`config.mk`:
```
export PLATFORM = sky130hd
export DESIGN_NAME = rx_sym_aligner
export DESIGN_NICKNAME = d
export VERILOG_FILES = /design/src/rtl/rx_sym_aligner.sv
export SDC_FILE = /design/constraint.sdc
export NUM_CORES = 1
export LEC_CHECK = 0
export BUFFER_PORTS_ARGS = -buffer_cell sky130_fd_sc_hd__buf_4
export CAP_MARGIN = 30
export CORE_AREA = 2 2 223 225
export DETAILED_ROUTE_END_ITERATION = 8
export DIE_AREA = 0 0 225 227
export PLACE_DENSITY = 0.53
export SLEW_MARGIN = 20
export SYNTH_ARGS = -nofsm -noshare
export SYNTH_HDL_FRONTEND = slang
export SYNTH_SLANG_ARGS = --single-unit
export TNS_END_PERCENT = 30
```
`constraint.sdc`:
```
create_clock -name clk -period 8.8 [get_ports clk]
set_clock_uncertainty 0.2 [all_clocks]
set_input_delay 0.44 -clock clk [delete_from_list [all_inputs] [get_ports clk]]
set_output_delay 0.44 -clock clk [all_outputs]
set_load 0.1 [all_outputs]
```
`src/rtl/rx_sym_aligner.sv`:
```
// rx_sym_aligner -- per-channel programmable sample delay followed by
// decimation at a programmable phase.
//
// Every channel passes through a DEPTH-stage delay line that advances on
// each sam_clk strobe. The tap chosen by delay_sel (clamped to DEPTH) is
// sampled once per DECIM-sample window, at the phase held in ph_q, and
// presented on data_out with a one-cycle out_valid strobe. Data is passed
// bit-exact; there is no arithmetic on the sample path.
//
// Handshake: there is no back-pressure. data_in is consumed on every cycle
// in which sam_clk=1. out_valid=1 for exactly one cycle per emitted symbol,
// and data_out holds its value until the next strobe.
//
// Ports:
//   clk        system clock
//   reset      synchronous, active-low reset
//   sam_clk    sample-rate clock enable, one pulse per input sample
//   delay_sel  requested delay in samples (values > DEPTH clamp to DEPTH)
//   phase_sel  sample index within the symbol to emit (>= DECIM clamps)
//   data_in    CHANNELS signed samples, channel 0 in the LSBs
//   data_out   aligned, decimated symbols
//   out_valid  one-cycle strobe, data_out updated this cycle
//
// Optional build macro RX_SYM_ALIGNER_ENERGY_EN adds per-phase magnitude
// accumulators on channel 0 with ports:
//   clear_accum  zero all accumulators and acc_valid
//   best_phase   registered index of the largest accumulator (lowest on tie)
//   acc_valid    set after the first full window following clear or reset
module rx_sym_aligner #(
    parameter int WIDTH    = 18,
    parameter int CHANNELS = 2,
    parameter int DEPTH    = 8,
    parameter int DECIM    = 4,
    parameter int ACC_BITS = 8
) (
    input  logic                         clk,
    input  logic                         reset,
    input  logic                         sam_clk,
    input  logic [$clog2(DEPTH+1)-1:0]   delay_sel,
    input  logic [$clog2(DECIM)-1:0]     phase_sel,
    input  logic [CHANNELS*WIDTH-1:0]    data_in,
    output logic [CHANNELS*WIDTH-1:0]    data_out,
    output logic                         out_valid
`ifdef RX_SYM_ALIGNER_ENERGY_EN
    ,
    input  logic                         clear_accum,
    output logic [$clog2(DECIM)-1:0]     best_phase,
    output logic                         acc_valid
`endif
);

    localparam int DSW = $clog2(DEPTH + 1);
    localparam int PSW = $clog2(DECIM);
    localparam int CW  = CHANNELS * WIDTH;
    localparam logic [PSW-1:0] LAST_PH = PSW'(DECIM - 1);

    if (DEPTH < 1 || DECIM < 2 || ACC_BITS < 0) begin : g_param_check
        $error("rx_sym_aligner: illegal parameter set");
    end

    logic [CW-1:0]  stage [1:DEPTH];
    logic [CW-1:0]  sel_sample;
    logic [DSW-1:0] sel_idx;
    logic [PSW-1:0] cnt;
    logic [PSW-1:0] ph_q;
    logic [PSW-1:0] ph_next;

    // delay_sel is applied live; tap 0 is the undelayed input.
    always_comb begin
        sel_idx    = (delay_sel > DSW'(DEPTH)) ? DSW'(DEPTH) : delay_sel;
        sel_sample = data_in;
        for (int k = 1; k <= DEPTH; k++) begin
            if (sel_idx == DSW'(k)) sel_sample = stage[k];
        end
    end

    // Compare one bit wider so DECIM itself is representable.
    always_comb begin
        ph_next = ({1'b0, phase_sel} >= (PSW+1)'(DECIM)) ? LAST_PH : phase_sel;
    end

    always_ff @(posedge clk) begin
        if (!reset) begin
            for (int k = 1; k <= DEPTH; k++) stage[k] <= '0;
        end else if (sam_clk) begin
            stage[1] <= data_in;
            for (int k = 2; k <= DEPTH; k++) stage[k] <= stage[k-1];
        end
    end

    // ph_q only changes at the window boundary, so a phase_sel change can
    // never produce zero or two outputs within one window.
    always_ff @(posedge clk) begin
        if (!reset) begin
            cnt       <= '0;
            ph_q      <= '0;
            data_out  <= '0;
            out_valid <= 1'b0;
        end else begin
            out_valid <= 1'b0;
            if (sam_clk) begin
                if (cnt == LAST_PH) begin
                    cnt  <= '0;
                    ph_q <= ph_next;
                end else begin
                    cnt <= cnt + 1'b1;
                end
                if (cnt == ph_q) begin
                    data_out  <= sel_sample;
                    out_valid <= 1'b1;
                end
            end
        end
    end

`ifdef RX_SYM_ALIGNER_ENERGY_EN
    localparam int AW = WIDTH + ACC_BITS;

    logic [AW-1:0]    acc [DECIM];
    logic [WIDTH-1:0] ch0;
    logic [WIDTH-1:0] mag;
    logic [AW:0]      sum;
    logic [PSW-1:0]   best_idx;
    logic [AW-1:0]    best_val;
    logic             win_started;

    // Magnitude of channel 0; the most negative code maps to the largest
    // positive code so the result always fits in WIDTH-1 bits.
    always_comb begin
        ch0 = sel_sample[WIDTH-1:0];
        mag = ch0;
        if (ch0[WIDTH-1]) begin
            if (ch0 == {1'b1, {(WIDTH-1){1'b0}}}) mag = {1'b0, {(WIDTH-1){1'b1}}};
            else                                   mag = -ch0;
        end
        sum = {1'b0, acc[cnt]} + (AW+1)'(mag);
    end

    // Strict '>' keeps the lowest index on ties.
    always_comb begin
        best_idx = '0;
        best_val = acc[0];
        for (int i = 1; i < DECIM; i++) begin
            if (acc[i] > best_val) begin
                best_val = acc[i];
                best_idx = PSW'(i);
            end
        end
    end

    always_ff @(posedge clk) begin
        if (!reset) begin
            for (int i = 0; i < DECIM; i++) acc[i] <= '0;
            best_phase  <= '0;
            acc_valid   <= 1'b0;
            win_started <= 1'b0;
        end else begin
            best_phase <= best_idx;
            if (clear_accum) begin
                for (int i = 0; i < DECIM; i++) acc[i] <= '0;
                acc_valid   <= 1'b0;
                win_started <= 1'b0;
            end else if (sam_clk) begin
                acc[cnt] <= sum[AW] ? {AW{1'b1}} : sum[AW-1:0];
                if (cnt == '0) win_started <= 1'b1;
                if (cnt == LAST_PH && win_started) acc_valid <= 1'b1;
            end
        end
    end
`endif

endmodule

```
==> results.toml, run 1 <==
[outcome]
status = "complete, no violations"

[place]
io_buffers = 81
routabilityCongestion = 0.725
placedCellCount = 2057
place_hpwl_mm = 25.9

[layout]
register_area_um2 = 9470
drive_above_1_share = 0.128
fillCellCount = 4716
layout.nets = 1527
final_cells = 2135
multi_input_area_um2 = 6580
area_growth_pct = 12.9
finalCoreUtilization = 0.391

[clock_network]
cts_inserted_buffers = 39
hold_buffers = 2
clock_latency_ns = 0.55
cts_tree = "built"
post_cts_buffers = 0
clockRootBuffer = "clkbuf_16"
cts.sinks = 329
cts_resized = 0
clk_path_buf_depth = 3
htree_levels = 2
path_clk_slew_ns = 0.06

[sta]
slew_viol_final = 0
min_period_ns = 3.25
clock.fmax_ghz = 0.308
setup_viol = 0
finalSetupTns_ns = 0
worstMarginPinSlew_ns = 1.13
maxSlewHeadroom = 0.244
final.period_utilization = 0.369
rsz0062_at_grt = "false"
hold_viol = 0

[worst_setup_path]
worst-path-buf-inv = 2
crit_path_end_kind = "register"
crit_chain = "xnor2_2 -> buf_4 -> nand4_1 -> inv_2 -> nand2_1 -> o31ai_1"
path_delay_family = "buffers and inverters"
crit_required_ns = 9.05
critical_path_class = "reg2reg"
worst-path-max-fanout = 28
slowest_delay_ns = 0.89
setup.worst_path.start = "cnt[1]"
slowest_stage = "inv_2"
reg2reg_from = "cnt[1]"
arrival_ns = 3.50
start_kind = "register"

[yosys]
synth_top_family_by_area = "simple AND/OR/NAND/NOR gates"
async_reset_ff_frac = 0
synth_warnings = 0
synth_xor_xnor_area_share = 0.00194
synthMuxAreaShare = 0.0159
synthSimpleGateAreaFrac = 0.218
synth-edff-count = 288
synth_cell_type_count = 58
syn_inst = 1508
synth_compound_area_frac = 0.154
synth-seq-area-share = 0.564
synth-seq-cells = 329
syn_area_um2 = 16800
synth_nets = 1554
avgSynthCellArea_um2 = 11.1
synth_flop_cell = "edfxtp_1"
synthAdderAreaFrac = 0.000745

[power]
vdd_drop_max_mv = 0.108
p_switching_w = 0.00110
cellInternalPower_w = 0.00289
switching_share = 0.275
power_density_nw_per_um2 = 210
pwr-share-comb = 0.140
leakagePower_nw = 7.66
totalPowerFinal_w = 0.00398
clkPwrFrac = 0.390
seqPwrFrac = 0.469

[global_route]
antenna_found_initial = 0
grt_max_degree = 265
grt_pass1_vias = 12000
track_usage = 0.187
grt_overflow = 0
grt_first_pass_wirelength_mm = 73.9

[route]
wirelength_met1_mm = 23.3
via_count = 12400
drt_wl_total_mm = 48.5
final_antenna_net_count = 0
wl_per_cell_um = 22.7
drtIter0Drc = 1240
viasPerCell = 5.81
wl_met2_mm = 21.8
dr.max_layer_used = "met4"
wl_met3_mm = 2.47
drt_first_pass_iters = 7
drc = 0

[floorplan]
die_area_um2 = 51100
rows = 81
ios = 82
start_util = 0.346
coreArea_um2 = 48500
dieWidth_um = 225
die_y_um = 227

[min_path]
hold_class = "in2reg"
hp-start = "data_in[8]"

[job]
maxCapViolations = 0
cell usage after synthesis (4+ instances only):
master,number,share of area
nand3_1,6,0.0018
a41oi_1,50,0.026
and3b_1,5,0.0026
or2b_1,10,0.0045
buf_4,7,0.0031
dfxtp_1,41,0.049
clkbuf_1,133,0.030
a22o_1,5,0.0026
o211ai_1,30,0.013
o221a_2,22,0.015
a32o_1,5,0.0030
nand2_1,91,0.020
and3_1,290,0.11
nor2_1,38,0.0085
nand4b_1,25,0.013
buf_2,29,0.0086
nand2b_1,95,0.035
o21a_1,6,0.0027
nand3b_1,27,0.012
o21ai_0,27,0.0080
a21oi_1,39,0.012
nand4_1,4,0.0015
mux2i_1,17,0.010
a31oi_1,83,0.031
o31ai_1,25,0.011
mux2_2,6,0.0040
nor2b_1,15,0.0056
o2bb2ai_1,5,0.0026
a22oi_1,28,0.013
a221oi_1,4,0.0021
edfxtp_1,288,0.52
inv_1,9,0.0020
per-layer routing:
metal,vias to the layer above,track usage
li1,5795,-
met2,338,0.289
met1,6218,0.272
met3,61,0.0294
met5,-,0
met4,0,0.0481
cell type report:
| type | count | area share |
|---|---|---|
| Timing Repair Buffer | 106 | 0.0474 |
| Multi-Input combinational cell | 995 | 0.347 |
| Antenna cell | 2 | 0.000264 |
| Clock buffer | 60 | 0.0579 |
| Tap cell | 622 | 0.0410 |
| Sequential cell | 329 | 0.499 |
| Inverter | 10 | 0.00198 |
| Clock inverter | 11 | 0.00508 |
cell usage in the layout, fill, tap and decap left out, types with 19 or more instances in the layout:
master     instances
nand2b_1          92
dfxtp_1           41
a41oi_1           50
nand2_1           90
o221a_2           22
buf_4             96
o21ai_0           27
and3_1           290
a21oi_1           39
o211ai_1          30
nand4b_1          25
a31oi_1           83
a22oi_1           28
clkbuf_1          19
clkbuf_16         41
o31ai_1           25
nand3b_1          27
nor2_1            38
edfxtp_1         288
flip-flops by register name, indices dropped and copies added, names as in the netlist:
name       cells
stage        288
data_out      36
cnt            2
ph_q           2
out_valid      1
path summary, 6_finish.rpt:
kind                                      to  slack (ns)  cells past startpoint
worst min register to register       ph_q[0]        0.30                      2
worst min-delay path            stage[0][44]        0.02                      2
worst max register to register  data_out[14]        5.55                      6
worst max-delay path            data_out[14]        5.55                      6
through the flow:
step           instance area [um^2]  hold WS [ns]  worst slack (ns)
3_3_place_gp                  17700         0.291              5.22
4_1_cts                       18900       0.00158              5.53
2_1_floorplan                 16800         0.277              3.23
6_report                      19000        0.0248              5.55
3_5_place_dp                  17700         0.299              5.14
5_1_grt                       19000        0.0167              5.32
kinds of logic (layout without fill, tap and decap cells):
group | after synthesis | in the layout
AOI/OAI and AO/OA | 353 | 353
adders and majority gates | 1 | 1
and+or+nand+nor | 614 | 614
DFF | 329 | 329
other | 0 | 2
xor gates and xnor gates | 2 | 2
buffers and inverters | 184 | 187
muxes | 25 | 25
power by group through the flow:
stage	clock network (W)	logic, W	registers (W)
detailed placement	0	0.000554	0.00190
global route	0.00165	0.000596	0.00188
finish	0.00155	0.000558	0.00187
global placement	0	0.000549	0.00190
CTS	0.00160	0.000556	0.00187
floorplan	0	0.000272	0.00202
Power figures use the tool's default switching activity.
==> run 2, diff against run 1 <==
- PLACE_DENSITY: 0.53 -> 0.51
- clock period: 8.8 -> 3.14 ns (I/O delays scaled with it)
==> results.toml, run 2 (synthesis results as in run 1) <==
[global_route]
grt_pass1_vias = 12200
grt_first_pass_wirelength_mm = 75.9
grt_overflow = 0
track_usage = 0.193
antenna_found_initial = 2
grt_max_degree = 217

[place]
placedCellCount = 2075
io_buffers = 81
postPlaceCellArea_um2 = 17900
place_hpwl_mm = 28.1
routabilityCongestion = 0.756

[sta]
final.period_utilization = 0.848
slew_viol_final = 0
rsz0062_at_grt = "false"
worstMarginPinSlew_ns = 0.906
maxSlewHeadroom = 0.396
whs_ns = 0.0864
setup_viol = 0
clock.fmax_ghz = 0.376
min_period_ns = 2.66
hold_viol = 0

[floorplan]
ios = 82
die_y_um = 227
coreArea_um2 = 48500
die_area_um2 = 51100
rows = 81
start_util = 0.346
dieWidth_um = 225

[clock_network]
path_clk_slew_ns = 0.06
cts_resized = 0
htree_levels = 2
cts_inserted_buffers = 40
cts.sinks = 329
cts_tree = "built"
clock_latency_ns = 0.58
clockRootBuffer = "clkbuf_16"
clk_path_buf_depth = 3

[route]
dr.max_layer_used = "met4"
drc = 0
wirelength_met1_mm = 23.4
wl_per_cell_um = 22.5
drt_first_pass_iters = 5
via_count = 12700
wl_met2_mm = 22.3
wl_met3_mm = 2.45
drt_wl_total_mm = 49.3
viasPerCell = 5.76
drtIter0Drc = 1209
final_antenna_net_count = 0

[layout]
top_register = "stage"
fillCellCount = 4617
layout.nets = 1588
top_regs = "stage (288), data_out (36)"
layout_commonest_cell = "and3_1"
finalCoreUtilization = 0.403
area_growth_pct = 16.5
drive_above_1_share = 0.135
final_cell_mix = "and3_1 (290), edfxtp_1 (288), buf_4 (106)"
stdcell_area_um2 = 19600
largest_reg_flops = 288
final_cells = 2197

[worst_setup_path]
crit_required_ns = 3.42
crit_path_end_kind = "register"
arrival_ns = 2.94
worst-path-max-fanout = 18
path_delay_family = "simple AND/OR/NAND/NOR gates"
slowest_delay_ns = 0.70
slowest_stage = "and3_1"
r2r_slack_ns = 0.48
worst-path-buf-inv = 1
start_kind = "register"
crit_chain = "xnor2_2 -> and3_1 -> buf_4 -> a41oi_1 -> o31ai_1"
critical_path_class = "reg2reg"

[power]
totalPowerFinal_w = 0.0112
leakagePower_nw = 7.96
power_density_nw_per_um2 = 573
vdd_drop_max_mv = 0.295

[job]
maxCapViolations = 0

[min_path]
hold_class = "in2reg"

[outcome]
status = "complete, no violations"
## run 2: changes by cell type in the layout (fill, tap and decap cells not counted), sizes merged
cell / before / now
dlygate4sd3: 2 / 47
bufinv: 2 / 0
clkinvlp: 0 / 1
buf: 103 / 118
clkbuf: 61 / 57
clkinv: 9 / 14
inv: 10 / 12
## run 2: cell type report
class	instances	area [um^2]	share of cell area
inverters	10	37.5	0.00192
multi-input cells	995	6570	0.336
repair buffers	166	1500	0.0768
clock inverters	17	114	0.00582
well taps	622	778	0.0398
clock buffers	56	1090	0.0558
flip-flops and latches	329	9470	0.484
diodes	2	5.00	0.000256
## run 2: final timing paths
path	to	cells after the start	from
max	data_out[2]	5	cnt[0]
min	data_out[7]	5	delay_sel[2]
max reg2reg	data_out[2]	5	cnt[0]
min reg2reg	ph_q[0]	2	ph_q[0]
## run 2: layer usage
metal  vias up  track usage
met5         -            0
met4         0       0.0641
met3        69       0.0227
met2       351        0.295
met1      6322        0.284
li1       5908            -
## run 2: power breakdown
group          leakage (nW)  internal, W  switching, W
clock                 0.583      0.00244       0.00189
sequential             3.52      0.00507      0.000175
combinational          3.85     0.000505       0.00112
total                  7.96      0.00802       0.00319
## run 2: per-stage QoR
stage	setup WS (ns)	setup TNS [ns]
2_1_floorplan	-0.0812	-23.39
3_3_place_gp	0.556	0
3_5_place_dp	0.468	0
4_1_cts	0.465	0
5_1_grt	0.356	0
6_report	0.477	0
## run 2: timing repair
action,CTS,global route
hold buffers,47,0
hold endpoints to repair,103,0
setup buffers,0,0
## run 2: worst reg2reg max path, cell delays in order, from the launching register on
cell,delay [ns]
dfxtp_1,0.35
xnor2_2,0.59
and3_1,0.70
buf_4,0.43
a41oi_1,0.20
o31ai_1,0.12
==> run 3, diff against run 2 <==
- ABC_AREA: default -> 1
- CORE_AREA: 2 2 223 225 -> 2 2 215 217
- DIE_AREA: 0 0 225 227 -> 0 0 217 219
- clock period: 3.14 -> 2.6 ns (I/O delays scaled with it)
==> results.toml, run 3 <==
[global_route]
grt_overflow = 0
grt_pass1_vias = 10300
grt_first_pass_wirelength_mm = 56.6
antenna_found_initial = 0
track_usage = 0.147
grt_max_degree = 110

[worst_setup_path]
path_delay_family = "buffers and inverters"
slowest_delay_ns = 0.57
worst-path-max-fanout = 3
arrival_ns = 2.47
crit_path_end_kind = "register"
rr_worst_depth = 6
crit_chain = "ha_1 -> nand2_1 -> o21ai_0 -> dlygate4sd3_1 -> nor2_1 -> dlygate4sd3_1"
critPathMostFrequentCell = "dlygate4sd3_1"
slowest_stage = "dlygate4sd3_1"
worst-path-buf-inv = 2
critical_path_class = "reg2reg"
start_kind = "register"
crit_required_ns = 2.81
cp.depth = 6

[yosys]
synth_top_cell_by_area = "edfxtp_1"
syn_area_um2 = 15700
synth-edff-count = 288
syn_inst = 1807
synth-seq-area-share = 0.604
synth-seq-cells = 329
synth_warnings = 0
synth_nets = 1853
synth_flop_cell = "edfxtp_1"
synthTopCellsByArea = "edfxtp_1 (55%), inv_1 (8.9%), nand2_1 (8.1%), nor2_1 (7.0%), dfxtp_1 (5.2%)"
async_reset_ff_frac = 0
yosysMostFrequentCell = "inv_1"
synth_cell_type_count = 30
ys_top_cells_by_count = "inv_1 (370), nand2_1 (337), nor2_1 (291)"
yosys.area.top_type_share = 0.552
avgSynthCellArea_um2 = 8.68

[route]
drc = 0
viasPerCell = 4.30
drt_wl_total_mm = 34.1
drt_first_pass_iters = 5
wl_per_cell_um = 13.5
via_count = 10900
drtIter0Drc = 624
final_antenna_net_count = 0

[layout]
largest_reg_flops = 288
antennaDiodeCount = 0
top_regs = "stage (288), data_out (36)"
final_cell_mix = "inv_1 (370), nand2_1 (336), nor2_1 (291)"
final_cells = 2527
layout_commonest_cell = "inv_1"
layout.nets = 1945
top_register = "stage"
drive_above_1_share = 0.0944
finalCoreUtilization = 0.414
area_growth_pct = 19.0

[sta]
min_period_ns = 2.26
slew_viol_final = 0
clock.fmax_ghz = 0.443
worstMarginPinSlew_ns = 0.856
maxSlewHeadroom = 0.430
final.period_utilization = 0.869
hold_viol = 0
rsz0062_at_grt = "false"
setup_viol = 0

[place]
routabilityCongestion = 0.765
io_buffers = 81
place_hpwl_mm = 21.5
placedCellCount = 2416

[floorplan]
coreArea_um2 = 45100
die_y_um = 219
start_util = 0.348
die_area_um2 = 47500
ios = 82
dieWidth_um = 217
rows = 78

[clock_network]
hold_buffers = 43
clock_latency_ns = 0.53
path_clk_slew_ns = 0.06
cts_resized = 0
cts_tree = "built"
clk_path_buf_depth = 3
htree_levels = 2
clockRootBuffer = "clkbuf_16"
cts.sinks = 329
post_cts_buffers = 0
cts_inserted_buffers = 38

[power]
leakagePower_nw = 7.94
power_density_nw_per_um2 = 705
totalPowerFinal_w = 0.0131
vdd_drop_max_mv = 0.322

[outcome]
status = "complete, no violations"

[min_path]
hold_class = "in2reg"
whs_path_depth = 7

[job]
maxCapViolations = 0
-- run 3: cell families after synthesis --
logic type | after synthesis | share of synthesized area
xor gates and xnor gates | 1 | 0.000559
DFF | 329 | 0.604
AOI/OAI and AO/OA | 224 | 0.0731
and+or+nand+nor | 773 | 0.203
adders and majority gates | 1 | 0.000798
buffers and inverters | 479 | 0.119
-- run 3: final cells by class --
cell class                 count  area (um^2)
tap                          600          751
inverter                     377         1420
timing repair buffer         154         1410
sequential                   329         9470
clock buffer                  54         1100
clock inverter                14          143
multi-input combinational    999         4360
fill                        4501        26400
-- run 3: where the power goes --
part	switching, W	internal [W]	leakage (nW)
clock network	0.00211	0.00325	0.611
registers	0.000140	0.00610	3.52
logic	0.00110	0.000447	3.80
-- run 3: path summary, 6_finish.rpt --
kind           startpoint           end  slack [ns]
max                cnt[1]       ph_q[1]        0.34
max reg2reg        cnt[1]       ph_q[1]        0.34
min reg2reg  data_out[23]  data_out[23]        0.26
min          delay_sel[1]  data_out[10]        0.25
-- run 3: per-stage QoR --
stage / setup TNS, ns / hold WS, ns / setup slack [ns] / area [um^2]
final: 0 / 0.246 / 0.341 / 18700
after global routing: 0 / 0.248 / 0.224 / 18700
after CTS: 0 / 0.221 / 0.337 / 18700
after detailed placement: 0 / 0.204 / 0.0472 / 17000
after global placement: 0 / 0.197 / 0.0449 / 17000
after floorplan: -113.12 / 0.0657 / -0.391 / 15700
-- run 3: worst min-delay path: stages --
cell     delay (ns)
buf_4          0.14
nand3_2        0.13
inv_2          0.18
a21oi_1        0.17
nand2_1        0.06
nand2_1        0.05
a21oi_1        0.05
-- run 3: routing by layer --
layer / wire length, um / up-vias / GRT usage
li1: - / 5874 / -
met1: 18300 / 4769 / 0.226
met2: 13900 / 186 / 0.213
met3: 1280 / 43 / 0.0218
met4: 667 / 0 / 0.0413
met5: 0 / - / 0
